==> config.mk <==
export PLATFORM = sky130hd
export DESIGN_NAME = pipeline_hazard_ctrl
export DESIGN_NICKNAME = d
export VERILOG_FILES = /design/src/rtl/pipeline_hazard_ctrl.sv
export SDC_FILE = /design/constraint.sdc
export NUM_CORES = 1
export LEC_CHECK = 0
export BUFFER_PORTS_ARGS = -buffer_cell sky130_fd_sc_hd__buf_2
export CORE_AREA = 2 2 100 102
export CTS_CLUSTER_DIAMETER = 200
export CTS_CLUSTER_SIZE = 16
export DETAILED_ROUTE_END_ITERATION = 16
export DIE_AREA = 0 0 102 104
export HOLD_SLACK_MARGIN = 0.05
export PLACE_DENSITY_LB_ADDON = 0.12
export REMOVE_ABC_BUFFERS = 1
export SLEW_MARGIN = 20
export SYNTH_ARGS = -nofsm -noshare
export SYNTH_HDL_FRONTEND = slang
export SYNTH_SLANG_ARGS = --single-unit
export TNS_END_PERCENT = 30
==> constraint.sdc <==
create_clock -name clk -period 2.65 [get_ports clk]
set_clock_uncertainty 0.2 [all_clocks]
set_input_delay 0 -clock clk [delete_from_list [all_inputs] [get_ports clk]]
set_output_delay 0 -clock clk [all_outputs]
set_load 0.02 [all_outputs]
==> src/rtl/pipeline_hazard_ctrl.sv <==
// Central stall/flush scheduler for the 5-stage in-order pipeline.
// Tracks outstanding data-bus accesses so a trap never abandons an in-flight load/store.
module pipeline_hazard_ctrl #(
    parameter int unsigned REG_ADDRWIDTH = 5,
    parameter int unsigned CNT_WIDTH     = 32
) (
    input  logic                     clk,
    input  logic                     rst,
    input  logic [REG_ADDRWIDTH-1:0] id_rs1_idx_i,
    input  logic [REG_ADDRWIDTH-1:0] id_rs2_idx_i,
    input  logic [REG_ADDRWIDTH-1:0] ex_rd_idx_i,
    input  logic                     ex_is_load_i,
    input  logic                     ex_branch_taken_i,
    input  logic [63:0]              ex_branch_target_i,
    input  logic                     if_busy_i,
    input  logic                     mem_req_fire_i,
    input  logic                     mem_resp_valid_i,
    input  logic                     mem_trap_valid_i,
    input  logic [63:0]              trap_vector_i,
    output logic [5:0]               stall_valid_o,
    output logic [5:0]               flush_valid_o,
    output logic                     redirect_valid_o,
    output logic [63:0]              redirect_pc_o,
    output logic [CNT_WIDTH-1:0]     stall_cycles_o
);

    typedef enum logic [1:0] {StRun, StMemWait, StTrapWait} state_e;

    state_e               state_q, state_d;
    logic [CNT_WIDTH-1:0] cnt_q, cnt_d;

    logic load_use;
    logic trap_redirect;
    logic mem_wait;

    always_comb begin
        state_d = state_q;
        unique case (state_q)
            StRun: begin
                if (mem_req_fire_i && !mem_resp_valid_i) state_d = StMemWait;
            end
            StMemWait: begin
                if (mem_resp_valid_i)      state_d = StRun;
                else if (mem_trap_valid_i) state_d = StTrapWait;
            end
            StTrapWait: begin
                if (mem_resp_valid_i) state_d = StRun;
            end
            default: state_d = StRun;
        endcase
    end

    assign load_use = ex_is_load_i && (ex_rd_idx_i != '0) &&
                      ((ex_rd_idx_i == id_rs1_idx_i) || (ex_rd_idx_i == id_rs2_idx_i));

    // A trap seen during MEM_WAIT is only acted on once the response lands in TRAP_WAIT.
    assign trap_redirect = ((state_q == StRun) && mem_trap_valid_i) ||
                           ((state_q == StTrapWait) && mem_resp_valid_i);

    assign mem_wait = !mem_resp_valid_i &&
                      ((state_q != StRun) || mem_req_fire_i);

    always_comb begin
        stall_valid_o    = 6'b000000;
        flush_valid_o    = 6'b000000;
        redirect_valid_o = 1'b0;
        redirect_pc_o    = 64'd0;
        if (!rst) begin
            stall_valid_o = 6'b000000;
        end else if (trap_redirect) begin
            flush_valid_o    = 6'b011110;
            redirect_valid_o = 1'b1;
            redirect_pc_o    = trap_vector_i;
        end else if (mem_wait) begin
            stall_valid_o = 6'b001111;
            flush_valid_o = 6'b010000;
        end else if (ex_branch_taken_i) begin
            flush_valid_o    = 6'b000110;
            redirect_valid_o = 1'b1;
            redirect_pc_o    = ex_branch_target_i;
        end else if (load_use) begin
            stall_valid_o = 6'b000011;
            flush_valid_o = 6'b000100;
        end else if (if_busy_i) begin
            stall_valid_o = 6'b000001;
            flush_valid_o = 6'b000010;
        end
    end

    // Free-running and wrapping by design; software reads deltas.
    always_comb begin
        cnt_d = cnt_q;
        if (stall_valid_o[0]) cnt_d = cnt_q + CNT_WIDTH'(1);
    end

    assign stall_cycles_o = cnt_q;

    always_ff @(posedge clk or negedge rst) begin
        if (!rst) begin
            state_q <= StRun;
            cnt_q   <= '0;
        end else begin
            state_q <= state_d;
            cnt_q   <= cnt_d;
        end
    end

endmodule

Word level (Yosys, flattened, before mapping)
Index checks and enable logic that the tools add are counted.

word-level totals
  bits in registers = 34
  output and inout port bits = 109
  word-level logic and storage cells = 49
  input port bits = 151

operators by class
  muxes and demuxes = 25
  eq/ne operators = 7
  add/subtract/negate cells = 1
  reduce and logical (&&, ||, !) cells = 14

operator list
  operator                                       number
  2-to-1 mux 64 bit                              4
  adder 32 x 1 -> 32 bit, second input constant  1
  2-to-1 mux 5 bit                               3
  2-to-1 mux 2 bit                               7
  2-to-1 mux 4 bit                               3
  == test 5 bit                                  2
  logical AND 1 bit                              6
  2-to-1 mux 3 bit                               2
  one-hot mux 2 bit (3 select lines)             1
  2-to-1 mux 1 bit                               5
  nonzero test 5 bit                             1
  != test 2 bit, second input constant           2
  logical OR 1 bit                               3
  != test 3 bit, second input constant           1
  AND reduction 3 bit                            1
  == test 2 x 1 -> 1 bit, second input constant  1
  == test 2 bit, second input constant           1
  logical NOT 2 bit                              1
  nonzero test 2 bit                             1
  logical NOT 1 bit                              1

Longest topological paths before layout
  word-level depth = 8
  mapped depth = 8
  depth with buffers taken out = 6

Worst setup path before layout
No wires, ideal clock.

  kind = reg-to-reg
  start = register state_q[1]
  end = register cnt_q[21] (netlist: stall_cycles_o[21])
  slack = 608 ps
  data required time = 2,370 ps
  library setup time = 80 ps
  clock period less this slack = 2,042 ps
  stages on the path, launching flop included = 8
  arrival = 1,762 ps
  buffers on the path = 1
  cells stage by stage = dfrtp_1 > nor2_2 > a221oi_2 > a2111oi_2 > a22oi_4 > buf_8 > nor3_2 > xor2_1

between the ends
  cells in the longest elaborated chain, start to end = 6
  elaborated cells on any way between the ends = 11
  classes of those cells = eq/ne (1); mux (3); reduce/logical (7)

ends and longest elaborated chain
  item                    line  RTL
  from (decl)             29    state_e state_q, state_d;
  from (signal assigned)  100   state_q <= StRun;
  from (signal assigned)  103   state_q <= state_d;
  nonzero test 2 bit      61    ((state_q != StRun) || mem_req_fire_i);
  logical OR 1 bit        61
  logical AND 1 bit       60    assign mem_wait = !mem_resp_valid_i &&
  2-to-1 mux 4 bit        74    end else if (mem_wait) begin
  2-to-1 mux 4 bit (*)    70    end else if (trap_redirect) begin
  2-to-1 mux 4 bit (*)    68    if (!rst) begin
  to (signal assigned)    104   cnt_q <= cnt_d;
  to (decl)               30    logic [CNT_WIDTH-1:0] cnt_q, cnt_d;

Every way passes the cells marked *; elsewhere a longest branch is shown, timed or not.
A chain may end at the register's enable or synchronous reset.

Worst setup path after layout
  start = input port mem_resp_valid_i
  end = register cnt_q[18] (netlist: stall_cycles_o[18])

between the ends
  cells in the longest elaborated chain, start to end = 5
  elaborated cells on any way between the ends = 7
  classes of those cells = mux (3); reduce/logical (4)

ends and longest elaborated chain
  item                  line  RTL
  from (decl)           17    input logic mem_resp_valid_i,
  logical NOT 1 bit     60
  logical AND 1 bit     60
  2-to-1 mux 4 bit      74
  2-to-1 mux 4 bit (*)  70
  2-to-1 mux 4 bit (*)  68

Marked as above.

==> metrics <==
CTS resizes=0; die area=10600 sq um; CTS tree=built; Post-CTS Setup Bufs=0; Post-Synth XOR/XNOR Area=0.133; status=finished clean; Final Hold Violating Endpoints=0; largest net degree at the start of global routing=44; critical path class=input port to flip-flop; Filler cells=981; TritonRoute pass-1 iters=5; Top FF cell, synth=dfrtp_1; Placed Instances=650; RSZ-0062 raised after global routing=false; Hold WS=128 ps; compound-gate portion of the synthesized area=0.261; crit path DAT=2400 ps; adder-cell share of the synthesized area=0.00464; via count=3328; Hold Path Class=input port to output pin; area share of the largest cell type after synthesis=0.315; clock buffers created by TritonCTS=5; final WL=12.7 mm; Finished Core Util=0.448; total gr overflow=0; maximum vdd ir drop=0.174 mV; Max Freq=411 MHz; sequential share of the synthesized area=0.315; clock-pin slew on the worst setup and hold paths=70 ps; Max-Cap Viols=0; routed len/inst=18.9 um; DRC viols=0; power per cell area=409 nW/um^2; starting density of the core=0.282; Unique masters post-synth=48; largest family of logic cells by synthesized area=compound AO/OA/AOI/OAI gates; Post-synth EDFFs=0; CP startpoint kind=input port; vias per std cell=4.97; Num Clock Sinks=34; Multi-input gate area=1720 sq um; WP data required=2610 ps; number of port buffers=255; Lkg Pwr=2.49 nW; initial antenna violation count=13; syn avg cell area=9.81 sq um; vias in the first global route=3172; synthesized flop and latch total=34; Final TNS setup=0 ps; Horiz. Die Dim=102 um; H-tree levels=2; remaining antenna violation count after routing=0; Die Height=104 um; Post-Synthesis Cells=275; asr flop ratio synth=1.00; gr usage total=0.231; Area Overhead vs Synth=58.5%; Layout Cells excl Fill=670; worst-path fanout max=14; Mapped Area=2700 sq um; RePlAce Congestion=0.921; Layout Nets=682; final design area excluding fillers=4280 sq um; Clock Latency Late Sink=280 ps; main area contributors after synthesis=dfrtp_1, a22o_1, xor2_1; row count=36; CTS max path bufs=2; max-slew violations=0; Post-DP Area=4090 sq um; first-pass GRT wire length=18.6 mm; period utilization=0.918; minimum clock period=2430 ps; Slew @ Worst Pin=526 ps; initial DRC count=188; most common cell after layout, fill and taps aside=buf_2; Critical Path End Type=flip-flop; share of layout cells above drive strength 1=0.559; storage element area=851 sq um; Synth Area in Simple Gates=0.212; Placeable Area=9550 sq um; clk root buf=clkbuf_8; Yosys top cell by area=dfrtp_1; Ports=260; Slew headroom=0.649; post-synthesis mux area share=0.0158; Ys Warns=0; # setup viols final=0; most frequent cells in the layout=buf_2, a22o_1, dfrtp_1; post-DP HPWL=10.6 mm
==> through the flow <==
stage / power [mW] / worst slack, ps
6_report: 1.75 / 218
5_1_grt: 1.85 / 36.8
4_1_cts: 1.76 / 213
3_5_place_dp: 1.28 / 274
3_3_place_gp: 1.28 / 343
2_1_floorplan: 0.972 / -2740
==> routing by layer <==
layer  GRT usage  wire [um]  vias to the layer above
li1            -          -                     1558
met1       0.306       5400                     1556
met2       0.353       5590                      173
met3       0.102       1460                       25
met4      0.0381         84                       16
met5           0        115                        -
==> critical path, stage by stage <==
cell	delay, ps
dlygate4sd3_1	520
buf_2	250
inv_1	80
a221oi_2	460
a211oi_2	140
a22oi_4	490
buf_4	250
nor3_2	50
xor2_1	140
==> timing repair <==
item / CTS / global route
hold buffers: 6 / 0
setup endpoints to repair: 0 / 0
hold endpoints to repair: 36 / 0
==> final cells by class <==
cell class                 count  area share
tap                          133      0.0389
antenna                        6     0.00351
timing repair buffer         270       0.328
clock inverter                 1     0.00702
sequential                    34       0.199
inverter                       4     0.00351
clock buffer                   7      0.0179
multi-input combinational    215       0.402
==> Yosys cell counts, drive strengths merged, types with 2 or more instances <==
cell type,count
nand2,15
clkbuf,9
xor2,29
o21ai,4
nor2,8
nor4b,5
mux2,2
a21oi,3
a211oi,2
and2,2
xnor2,12
a22o,64
and4,3
dfrtp,34
inv,4
buf,16
nor3b,4
mux2i,2
o22ai,2
nand3,10
nand4,5
and3,6
nand2b,3
nor3,14
nor4,7
==> sequential cells by signal, summed over array words and instances (netlist names) <==
signal and count:
stall_cycles_o 32, state_q 2
==> worst paths after layout <==
kind                                        startpoint                  to  slack [ps]  cells after the start
max in group asynchronous                          rst          state_q[0]        1480                      3
worst min-delay path            ex_branch_target_i[29]   redirect_pc_o[29]         130                      3
min in group asynchronous                          rst   stall_cycles_o[4]         330                      3
worst max register to register              state_q[1]  stall_cycles_o[18]         260                      7
worst max-delay path                  mem_resp_valid_i  stall_cycles_o[18]         220                      9
worst min register to register      stall_cycles_o[31]  stall_cycles_o[31]         260                      1
==> cell families (layout without fill, tap and decap cells) <==
| family | after synthesis | in the layout |
|---|---|---|
| simple gates | 85 | 85 |
| flops | 34 | 34 |
| compound gates | 80 | 80 |
| mux | 4 | 4 |
| xor+xnor | 41 | 41 |
| buf+inv | 29 | 282 |
| fa+ha+maj | 1 | 1 |
| other cells | 1 | 10 |
==> report_power, final <==
part / internal (mW) / switching (mW) / total [mW]
combinational: 0.284 / 0.391 / 0.675
sequential: 0.556 / 0.0477 / 0.603
clock: 0.281 / 0.189 / 0.470
total: 1.12 / 0.627 / 1.75
No activity file was read; power rests on OpenSTA's default activity.
